[src/rtl/axis_packet_generator.sv]
// AXI-Stream burst source: a debounced button press emits NUM_PKTS packets of PKT_LEN beats
// carrying {8'hA5, seq, beat}, with fully registered outputs and tready backpressure.
module axis_packet_generator #(
  parameter int unsigned DATA_W       = 32,
  parameter int unsigned PKT_LEN      = 16,
  parameter int unsigned NUM_PKTS     = 4,
  parameter int unsigned IDLE_GAP     = 2,
  parameter int unsigned DEBOUNCE_CYC = 1000000
) (
  input  logic              clk,
  input  logic              resentn,
  input  logic              start_btn,
  output logic [DATA_W-1:0] m_tdata,
  output logic              m_tvalid,
  output logic              m_tlast,
  input  logic              m_tready,
  output logic              busy,
  output logic [7:0]        pkt_sent
);

  localparam int unsigned DB_W  = $clog2(DEBOUNCE_CYC + 1);
  localparam int unsigned GAP_W = (IDLE_GAP > 0) ? $clog2(IDLE_GAP + 1) : 1;
  localparam int unsigned PIB_W = $clog2(NUM_PKTS + 1);

  localparam logic [DB_W-1:0]  DB_MAX      = DB_W'(DEBOUNCE_CYC - 1);
  localparam logic [GAP_W-1:0] GAP_MAX     = GAP_W'((IDLE_GAP > 0) ? IDLE_GAP - 1 : 0);
  localparam logic [PIB_W-1:0] PIB_LAST    = PIB_W'(NUM_PKTS - 1);
  localparam logic [15:0]      BEAT_LAST   = 16'(PKT_LEN - 1);
  localparam logic             SINGLE_BEAT = (PKT_LEN == 1);

  typedef enum logic [1:0] {S_IDLE, S_SEND, S_GAP} state_t;

  function automatic logic [DATA_W-1:0] pattern(input logic [7:0] s, input logic [15:0] b);
    return DATA_W'({8'hA5, s, b});
  endfunction

  // Button conditioning
  logic [1:0]      r_sync;
  logic            r_db_last;
  logic [DB_W-1:0] r_db_cnt;
  logic            r_db_level;
  logic            r_armed;
  logic            r_start;
  logic            w_sync;
  logic            w_db_stable;

  assign w_sync      = r_sync[1];
  assign w_db_stable = (r_db_cnt == DB_MAX);

  // Sync/last reset high so a button held through reset never looks like a fresh press;
  // r_armed requires a confirmed released level before the first start is honoured.
  always_ff @(posedge clk or negedge resentn) begin
    if (!resentn) begin
      r_sync     <= 2'b11;
      r_db_last  <= 1'b1;
      r_db_cnt   <= '0;
      r_db_level <= 1'b0;
      r_armed    <= 1'b0;
      r_start    <= 1'b0;
    end else begin
      r_sync    <= {r_sync[0], start_btn};
      r_db_last <= w_sync;
      if (w_sync != r_db_last) begin
        r_db_cnt <= '0;
      end else if (r_db_cnt != DB_MAX) begin
        r_db_cnt <= r_db_cnt + DB_W'(1);
      end
      r_start <= 1'b0;
      if (w_db_stable) begin
        r_db_level <= r_db_last;
        if (!r_db_last) begin
          r_armed <= 1'b1;
        end
        r_start <= r_db_last && !r_db_level && r_armed;
      end
    end
  end

  // Packet FSM
  state_t             r_state, w_state_nxt;
  logic [15:0]        r_beat, w_beat_nxt;
  logic [7:0]         r_seq, w_seq_nxt;
  logic [7:0]         r_pkt_sent, w_pkt_sent_nxt;
  logic [PIB_W-1:0]   r_pkt_in_burst, w_pkt_in_burst_nxt;
  logic [GAP_W-1:0]   r_gap, w_gap_nxt;
  logic               r_tvalid, w_tvalid_nxt;
  logic               r_tlast, w_tlast_nxt;
  logic [DATA_W-1:0]  r_tdata, w_tdata_nxt;
  logic               r_busy, w_busy_nxt;
  logic               w_accept;

  assign w_accept = r_tvalid && m_tready;

  always_ff @(posedge clk or negedge resentn) begin
    if (!resentn) begin
      r_state        <= S_IDLE;
      r_beat         <= '0;
      r_seq          <= '0;
      r_pkt_sent     <= '0;
      r_pkt_in_burst <= '0;
      r_gap          <= '0;
      r_tvalid       <= 1'b0;
      r_tlast        <= 1'b0;
      r_tdata        <= '0;
      r_busy         <= 1'b0;
    end else begin
      r_state        <= w_state_nxt;
      r_beat         <= w_beat_nxt;
      r_seq          <= w_seq_nxt;
      r_pkt_sent     <= w_pkt_sent_nxt;
      r_pkt_in_burst <= w_pkt_in_burst_nxt;
      r_gap          <= w_gap_nxt;
      r_tvalid       <= w_tvalid_nxt;
      r_tlast        <= w_tlast_nxt;
      r_tdata        <= w_tdata_nxt;
      r_busy         <= w_busy_nxt;
    end
  end

  always_comb begin
    w_state_nxt        = r_state;
    w_beat_nxt         = r_beat;
    w_seq_nxt          = r_seq;
    w_pkt_sent_nxt     = r_pkt_sent;
    w_pkt_in_burst_nxt = r_pkt_in_burst;
    w_gap_nxt          = r_gap;
    w_tvalid_nxt       = r_tvalid;
    w_tlast_nxt        = r_tlast;
    w_tdata_nxt        = r_tdata;
    w_busy_nxt         = r_busy;

    case (r_state)
      S_IDLE: begin
        if (r_start) begin
          w_state_nxt        = S_SEND;
          w_tvalid_nxt       = 1'b1;
          w_busy_nxt         = 1'b1;
          w_pkt_in_burst_nxt = '0;
          w_beat_nxt         = '0;
          w_tlast_nxt        = SINGLE_BEAT;
          w_tdata_nxt        = pattern(r_seq, 16'd0);
        end
      end

      S_SEND: begin
        if (w_accept) begin
          if (r_beat == BEAT_LAST) begin
            w_beat_nxt         = '0;
            w_seq_nxt          = r_seq + 8'd1;
            w_pkt_sent_nxt     = r_pkt_sent + 8'd1;
            w_pkt_in_burst_nxt = r_pkt_in_burst + PIB_W'(1);
            if (r_pkt_in_burst == PIB_LAST) begin
              w_state_nxt  = S_IDLE;
              w_tvalid_nxt = 1'b0;
              w_tlast_nxt  = 1'b0;
              w_busy_nxt   = 1'b0;
            end else if (IDLE_GAP == 0) begin
              w_tlast_nxt = SINGLE_BEAT;
              w_tdata_nxt = pattern(r_seq + 8'd1, 16'd0);
            end else begin
              w_state_nxt  = S_GAP;
              w_gap_nxt    = '0;
              w_tvalid_nxt = 1'b0;
              w_tlast_nxt  = 1'b0;
            end
          end else begin
            w_beat_nxt  = r_beat + 16'd1;
            w_tlast_nxt = (w_beat_nxt == BEAT_LAST);
            w_tdata_nxt = pattern(r_seq, w_beat_nxt);
          end
        end
      end

      S_GAP: begin
        if (r_gap == GAP_MAX) begin
          w_state_nxt  = S_SEND;
          w_tvalid_nxt = 1'b1;
          w_tlast_nxt  = SINGLE_BEAT;
          w_tdata_nxt  = pattern(r_seq, 16'd0);
        end else begin
          w_gap_nxt = r_gap + GAP_W'(1);
        end
      end

      default: begin
        w_state_nxt = S_IDLE;
      end
    endcase
  end

  assign m_tdata  = r_tdata;
  assign m_tvalid = r_tvalid;
  assign m_tlast  = r_tlast;
  assign busy     = r_busy;
  assign pkt_sent = r_pkt_sent;

endmodule
[config.mk]
export PLATFORM = sky130hd
export DESIGN_NAME = axis_packet_generator
export DESIGN_NICKNAME = d
export VERILOG_FILES = /design/src/rtl/axis_packet_generator.sv
export SDC_FILE = /design/constraint.sdc
export NUM_CORES = 1
export LEC_CHECK = 0
export ABC_CLOCK_PERIOD_IN_PS = 2100
export CAP_MARGIN = 20
export CORE_MARGIN = 4
export CORE_UTILIZATION = 51
export CTS_CLUSTER_DIAMETER = 30
export DETAILED_ROUTE_END_ITERATION = 12
export GPL_ROUTABILITY_DRIVEN = 1
export GPL_TIMING_DRIVEN = 0
export PLACE_DENSITY = 0.75
export SLEW_MARGIN = 15
export SYNTH_ARGS = -nofsm -noshare
export SYNTH_HDL_FRONTEND = slang
export SYNTH_SLANG_ARGS = --single-unit
export TNS_END_PERCENT = 1
[constraint.sdc]
create_clock -name clk -period 2.1 [get_ports clk]
set_clock_uncertainty 0.05 [all_clocks]
set_input_delay 0.42 -clock clk [delete_from_list [all_inputs] [get_ports clk]]
set_output_delay 0.42 -clock clk [all_outputs]
set_load 0.1 [all_outputs]
==> results of run 1 <==
==> critical path, cell delays in order (launching register included) <==
cell	delay, ps
dfrtp_1	410
or4_4	530
or4_4	550
or3_4	410
nand4_1	140
xor2_1	190
nor2_1	60
==> stage by stage <==
step / worst slack (ps) / utilization [%] / total power (W) / setup TNS [ps] / std cells
2_1_floorplan: -243 / - / 0.00191 / -3550 / 448
3_3_place_gp: -3110 / 58.5 / 0.00196 / -290700 / 598
3_5_place_dp: -879 / 58.8 / 0.00197 / -37430 / 599
4_1_cts: -392 / 63.0 / 0.00329 / -4370 / 617
5_1_grt: -438 / 63.3 / 0.00337 / -9770 / 616
6_report: -355 / 63.3 / 0.00325 / -3910 / 616
==> cells in the final DEF (no fill, tap or decap), types with 8 or more instances in the layout <==
cell type and n:
nand3_1 19, mux2_2 12, nor2_1 36, buf_4 17
dfrtp_1 87, o31ai_1 21, o21ai_0 23, dlygate4sd2_1 19
xor2_1 25, nand2b_1 10, a21oi_1 10, clkbuf_1 8
clkbuf_8 11, xnor2_1 24, nand4_1 13, nand2_1 46
==> power by group through the flow <==
stage | Sequential (W) | Combinational [W] | Clock, W
final | 0.00181 | 0.000117 | 0.00132
after global routing | 0.00182 | 0.000132 | 0.00142
after CTS | 0.00181 | 0.000121 | 0.00135
after detailed placement | 0.00185 | 0.000119 | 0
after global placement | 0.00185 | 0.000110 | 0
after floorplan | 0.00185 | 0.0000645 | 0
==> per-layer routing <==
metal / routed length (um) / vias to the layer above / share of wire [%] / track usage, %
met1: 4060 / 1642 / 44 / 24.6
met3: 322 / 12 / 3.5 / 2.80
met5: 0 / - / 0 / 0
li1: - / 1658 / - / -
met4: 172 / 0 / 1.8 / 7.57
met2: 4750 / 61 / 51 / 32.4
==> path summary, 6_finish.rpt <==
path	cells after the start	endpoint	startpoint	slack [ps]
setup / recovery	6	r_db_cnt[5]	r_db_cnt[7]	-350
max in group asynchronous	3	r_gap[0]	resentn	870
setup reg to reg	6	r_db_cnt[5]	r_db_cnt[7]	-350
min in group asynchronous	2	m_tdata[13]	resentn	490
hold reg to reg	0	r_sync[1]	r_sync[0]	310
hold / removal	0	r_sync[1]	r_sync[0]	310
==> kinds of logic (layout without fill, tap and decap cells) <==
group | Yosys count | after routing | synth area share, %
and+or+nand+nor | 162 | 162 | 17.5
DFF | 93 | 93 | 51.7
AOI/OAI and AO/OA | 75 | 75 | 10.5
xor gates and xnor gates | 49 | 49 | 9.52
buffers and inverters | 40 | 100 | 4.16
muxes | 17 | 17 | 4.22
adders and majority gates | 8 | 8 | 2.22
other | 1 | 4 | 0.0832
==> cell type report <==
| cell class | count | area share [%] |
|---|---|---|
| buffer | 32 | 4.05 |
| clock buffer | 9 | 2.25 |
| clock inverter | 6 | 1.75 |
| inverter | 7 | 0.478 |
| multi-input combinational | 315 | 38.6 |
| sequential | 93 | 42.5 |
| tap | 108 | 2.46 |
| timing repair buffer | 46 | 7.88 |
==> repair_timing <==
action,in CTS,in global routing
buffers inserted,2,0
gates resized for setup,106,29
hold endpoints to repair,28,0
endpoints found under the setup margin,112,84
hold buffers,1,0
pin swaps,10,5
==> state kept, by name, indices dropped and copies added, names as in the netlist, 3 cells and up <==
name / count
r_seq: 8
r_db_cnt: 20
r_beat: 16
r_pkt_in_burst: 3
m_tdata: 25
pkt_sent: 8
==> impl_metrics.ini, run 1 <==
[synth]
synth_top_area_cell = dfrtp_1
synth_seq_cells = 93
synth_flop_cell = dfrtp_1
synth.most_common_cell = dfrtp_1
synth-edff-count = 0
async_reset_ff_share_pct = 100
synth.area.top_cells = dfrtp_1, xor2_1, xnor2_1, nand2_1, o31ai_1
syn-instance-count = 445
synthTopCellsByCount = dfrtp_1, nand2_1, nor2_1, o21ai_0, xor2_1
synth_top_area_share_pct = 50.0
synth-seq-area-share_pct = 51.7
netlist_area_um2 = 4510
synth.avg_cell_area_um2 = 10.1
synth.distinct_cells = 44
ys_warn_count = 0

[power]
leakage_nw = 2.55
vdd_ir_drop_max_mv = 0.415
power_density_nw_per_um2 = 591
switchingPower_w = 0.000737
intPower_w = 0.00251
switching_share_pct = 22.7
pwr-share-seq_pct = 55.9
combPwrFrac_pct = 3.6
clkPwrFrac_pct = 40.5

[floorplan]
initial_utilization_pct = 51.9
dieArea_um2 = 10400
die_w_um = 102
die_h_um = 102
core_area_um2 = 8680
rows = 34
num_io_pins = 47

[final_layout]
final-seq-area_um2 = 2330
diodes = 0
finalNetCount = 516
syn_to_final_growth_pct = 21.9
final_area_um2 = 5490
drive_gt1_share_pct = 18.3
multiInputGateArea_um2 = 2120
nFillCells = 702

[clock_tree]
htree_levels = 3
path_clk_slew_ps = 90
root_buffer = clkbuf_8
insertion_delay_ps = 360
clk_path_buf_depth = 2
cts_tree = done
cts_made_buffers = 9
cts.sinks = 93

[detailed_routing]
wl_per_cell_um = 15.1
drt_iter0_drc = 202
drtPass1Iterations = 4
drc = 0
routed_wl_um = 9310
ant_nets = 0
vias = 3373
viasPerCell = 5.48

[timing]
rsz0062_at_grt = yes
setup_ws_ps = -355
final_hold_viol_count = 0
max_freq_mhz = 407
final-max-slew-violation-count = 0
slew_headroom_pct = 35.1
timing.final.crit_share_pct = 117
worst_pin_slew_ps = 978
setup_viol = 24
fin_crit_ps = 2450
hold_slack_ps = 308

[placed_design]
dpl.hpwl_um = 6500
port_buffers = 42
place_congestion = 0.870
placed_area_um2 = 5100

[status]
outcome = finished, violations left
violations = setup timing

[setup_path]
crit_arrival_ps = 2640
crit_path_start_kind = flop
critPathKind = flop to flop
critPathCaptureType = flop
critPathMaxFanout = 9
crit_required_ps = 2280

[job]
cap_violations = 0

[global_route]
grt_pass1_wl_um = 15800
grt_pass1_vias = 3320
antenna_found_initial = 0
grt_max_degree = 63
overflow = 0
grt_use_total_pct = 19.1

[hold_path]
hp-class = flop to flop
Power figures use the tool's default switching activity.
==> inputs of run 2 (changes only) <==
Settings changed: SKIP_CTS_REPAIR_TIMING set to 1.
==> run 2 against run 1 <==
- the run still ends with setup timing left
- core utilization rose by 0.32 points
- global-route usage shrank 0.53 points
- non-clock buffer count grew 1
- critical path type unchanged
==> impl_metrics.ini, run 2 (same netlist as run 1, synthesis figures left out) <==
[timing]
fin_crit_ps = 2450
max_freq_mhz = 408
rsz0062_at_grt = yes
final-max-slew-violation-count = 0
final_hold_viol_count = 0
slew_headroom_pct = 33.7
timing.final.crit_share_pct = 117
tns_ps = -5110
worst_pin_slew_ps = 993
setup_ws_ps = -354
hold_slack_ps = 308
setup_viol = 58

[status]
violations = setup timing
outcome = finished, violations left

[setup_path]
path_common_cell = or4_4
reg2reg_from = r_db_cnt[11]
path_delay_family = simple AND/OR/NAND/NOR gates
crit_arrival_ps = 2640
ff2ff_setup_slack_ps = -350
crit_required_ps = 2290
rr_worst_depth = 6
crit_cells = 6
critPathKind = flop to flop
crit_buf_inv = 0
critPathMaxStageDelay_ps = 550
crit_slowest_cell = or4_4
critPathMaxFanout = 9
critPathCaptureType = flop
worstPathCellList = or4_4, or4_4, or3_4, nand4_1, xor2_1, nor2_1
crit_path_start_kind = flop
r2r_end = r_db_cnt[5]

[global_route]
grt_use_met2_pct = 32.2
grt_util_met3_pct = 2.80
grt_pass1_vias = 3247
grt_use_total_pct = 18.5
grt_pass1_wl_um = 15300
overflow = 0
antenna_found_initial = 0
grt_use_met1_pct = 23.8
grt_max_degree = 63
grt.busiest_layer = met2

[floorplan]
die_h_um = 102
core_area_um2 = 8680
rows = 34
dieArea_um2 = 10400
num_io_pins = 47
die_w_um = 102
initial_utilization_pct = 51.9

[power]
leakage_nw = 3.05
vdd_ir_drop_max_mv = 0.416
power_density_nw_per_um2 = 587
p_total_w = 0.00324

[detailed_routing]
wl_per_cell_um = 15.2
drt_iter0_drc = 206
drc = 0
drtPass1Iterations = 4
viasPerCell = 5.46
routed_wl_um = 9390
vias = 3368
ant_nets = 0

[final_layout]
mostFrequentLayoutCells = dfrtp_1, nand2_1, nor2_1, dlymetal6s2s_1
layout_commonest_cell = dfrtp_1
final_area_um2 = 5520
drive_gt1_share_pct = 14.1
diodes = 0
final-instance-count-excl-fill = 617
largest_reg_flops = 25
finalNetCount = 517
syn_to_final_growth_pct = 22.5

[hold_path]
whs_path_depth = 0
whs_endpoint = r_sync[1]
hp-class = flop to flop
hp-start = r_sync[0]

[clock_tree]
htree_levels = 3
insertion_delay_ps = 360
root_buffer = clkbuf_8
cts.sinks = 93
cts_made_buffers = 9
cts_tree = done
path_clk_slew_ps = 90
clk_path_buf_depth = 2

[placed_design]
place_congestion = 0.870
dpl.hpwl_um = 6500
placed_area_um2 = 5100
port_buffers = 42
placed_cells = 599

[job]
cap_violations = 0
## run 2: cell types whose count changed in the layout (fill, tap and decap cells not counted), sizes merged
cell	before	now
buf	23	19
clkbuf	28	31
clkdlybuf4s15	14	0
dlygate4sd2	19	0
dlymetal6s2s	0	35
## run 2: worst max-delay path by stage
stage / slack, ps / start / to
2_1_floorplan: -240 / r_db_cnt[7] / r_db_cnt[5]
3_3_place_gp: -3110 / resentn / m_tvalid
3_5_place_dp: -880 / m_tready / pkt_sent[4]
4_1_cts: -820 / r_beat[13] / pkt_sent[4]
5_1_grt: -430 / r_db_cnt[10] / r_db_cnt[5]
6_report: -350 / r_db_cnt[11] / r_db_cnt[5]
## run 2: worst register-to-register path, stage by stage (launching register included)
cell     delay [ps]
dfrtp_1         410
or4_4           530
or4_4           550
or3_4           410
nand4_1         150
xor2_1          180
nor2_1           60
## run 2: stage by stage
| stage | util (%) | worst slack (ps) |
|---|---|---|
| final | 63.6 | -354 |
| after global routing | 63.6 | -433 |
| after CTS | 61.3 | -819 |
| after detailed placement | 58.8 | -879 |
| after global placement | 58.5 | -3110 |
| after floorplan | - | -243 |
## run 2: report_power, final
part	internal [W]	leakage (nW)	switching [W]
Clock	0.000678	0.108	0.000634
Combinational	0.0000285	1.66	0.0000879
Sequential	0.00180	1.28	0.0000112
## run 2: metal layers
metal | vias up | part of all wire [%]
met1 | 1637 | 44
met5 | - | 0
li1 | 1658 | -
met3 | 10 | 3.7
met2 | 63 | 51
met4 | 0 | 1.5
## run 2: final cells by class
class	count	area [um2]
clock inverter	6	96.3
timing repair buffer	47	551
multi-input combinational	315	2080
clock buffer	9	124
tap	108	135
inverter	7	26.3
buffer	32	178
sequential	93	2330
fill	690	3160
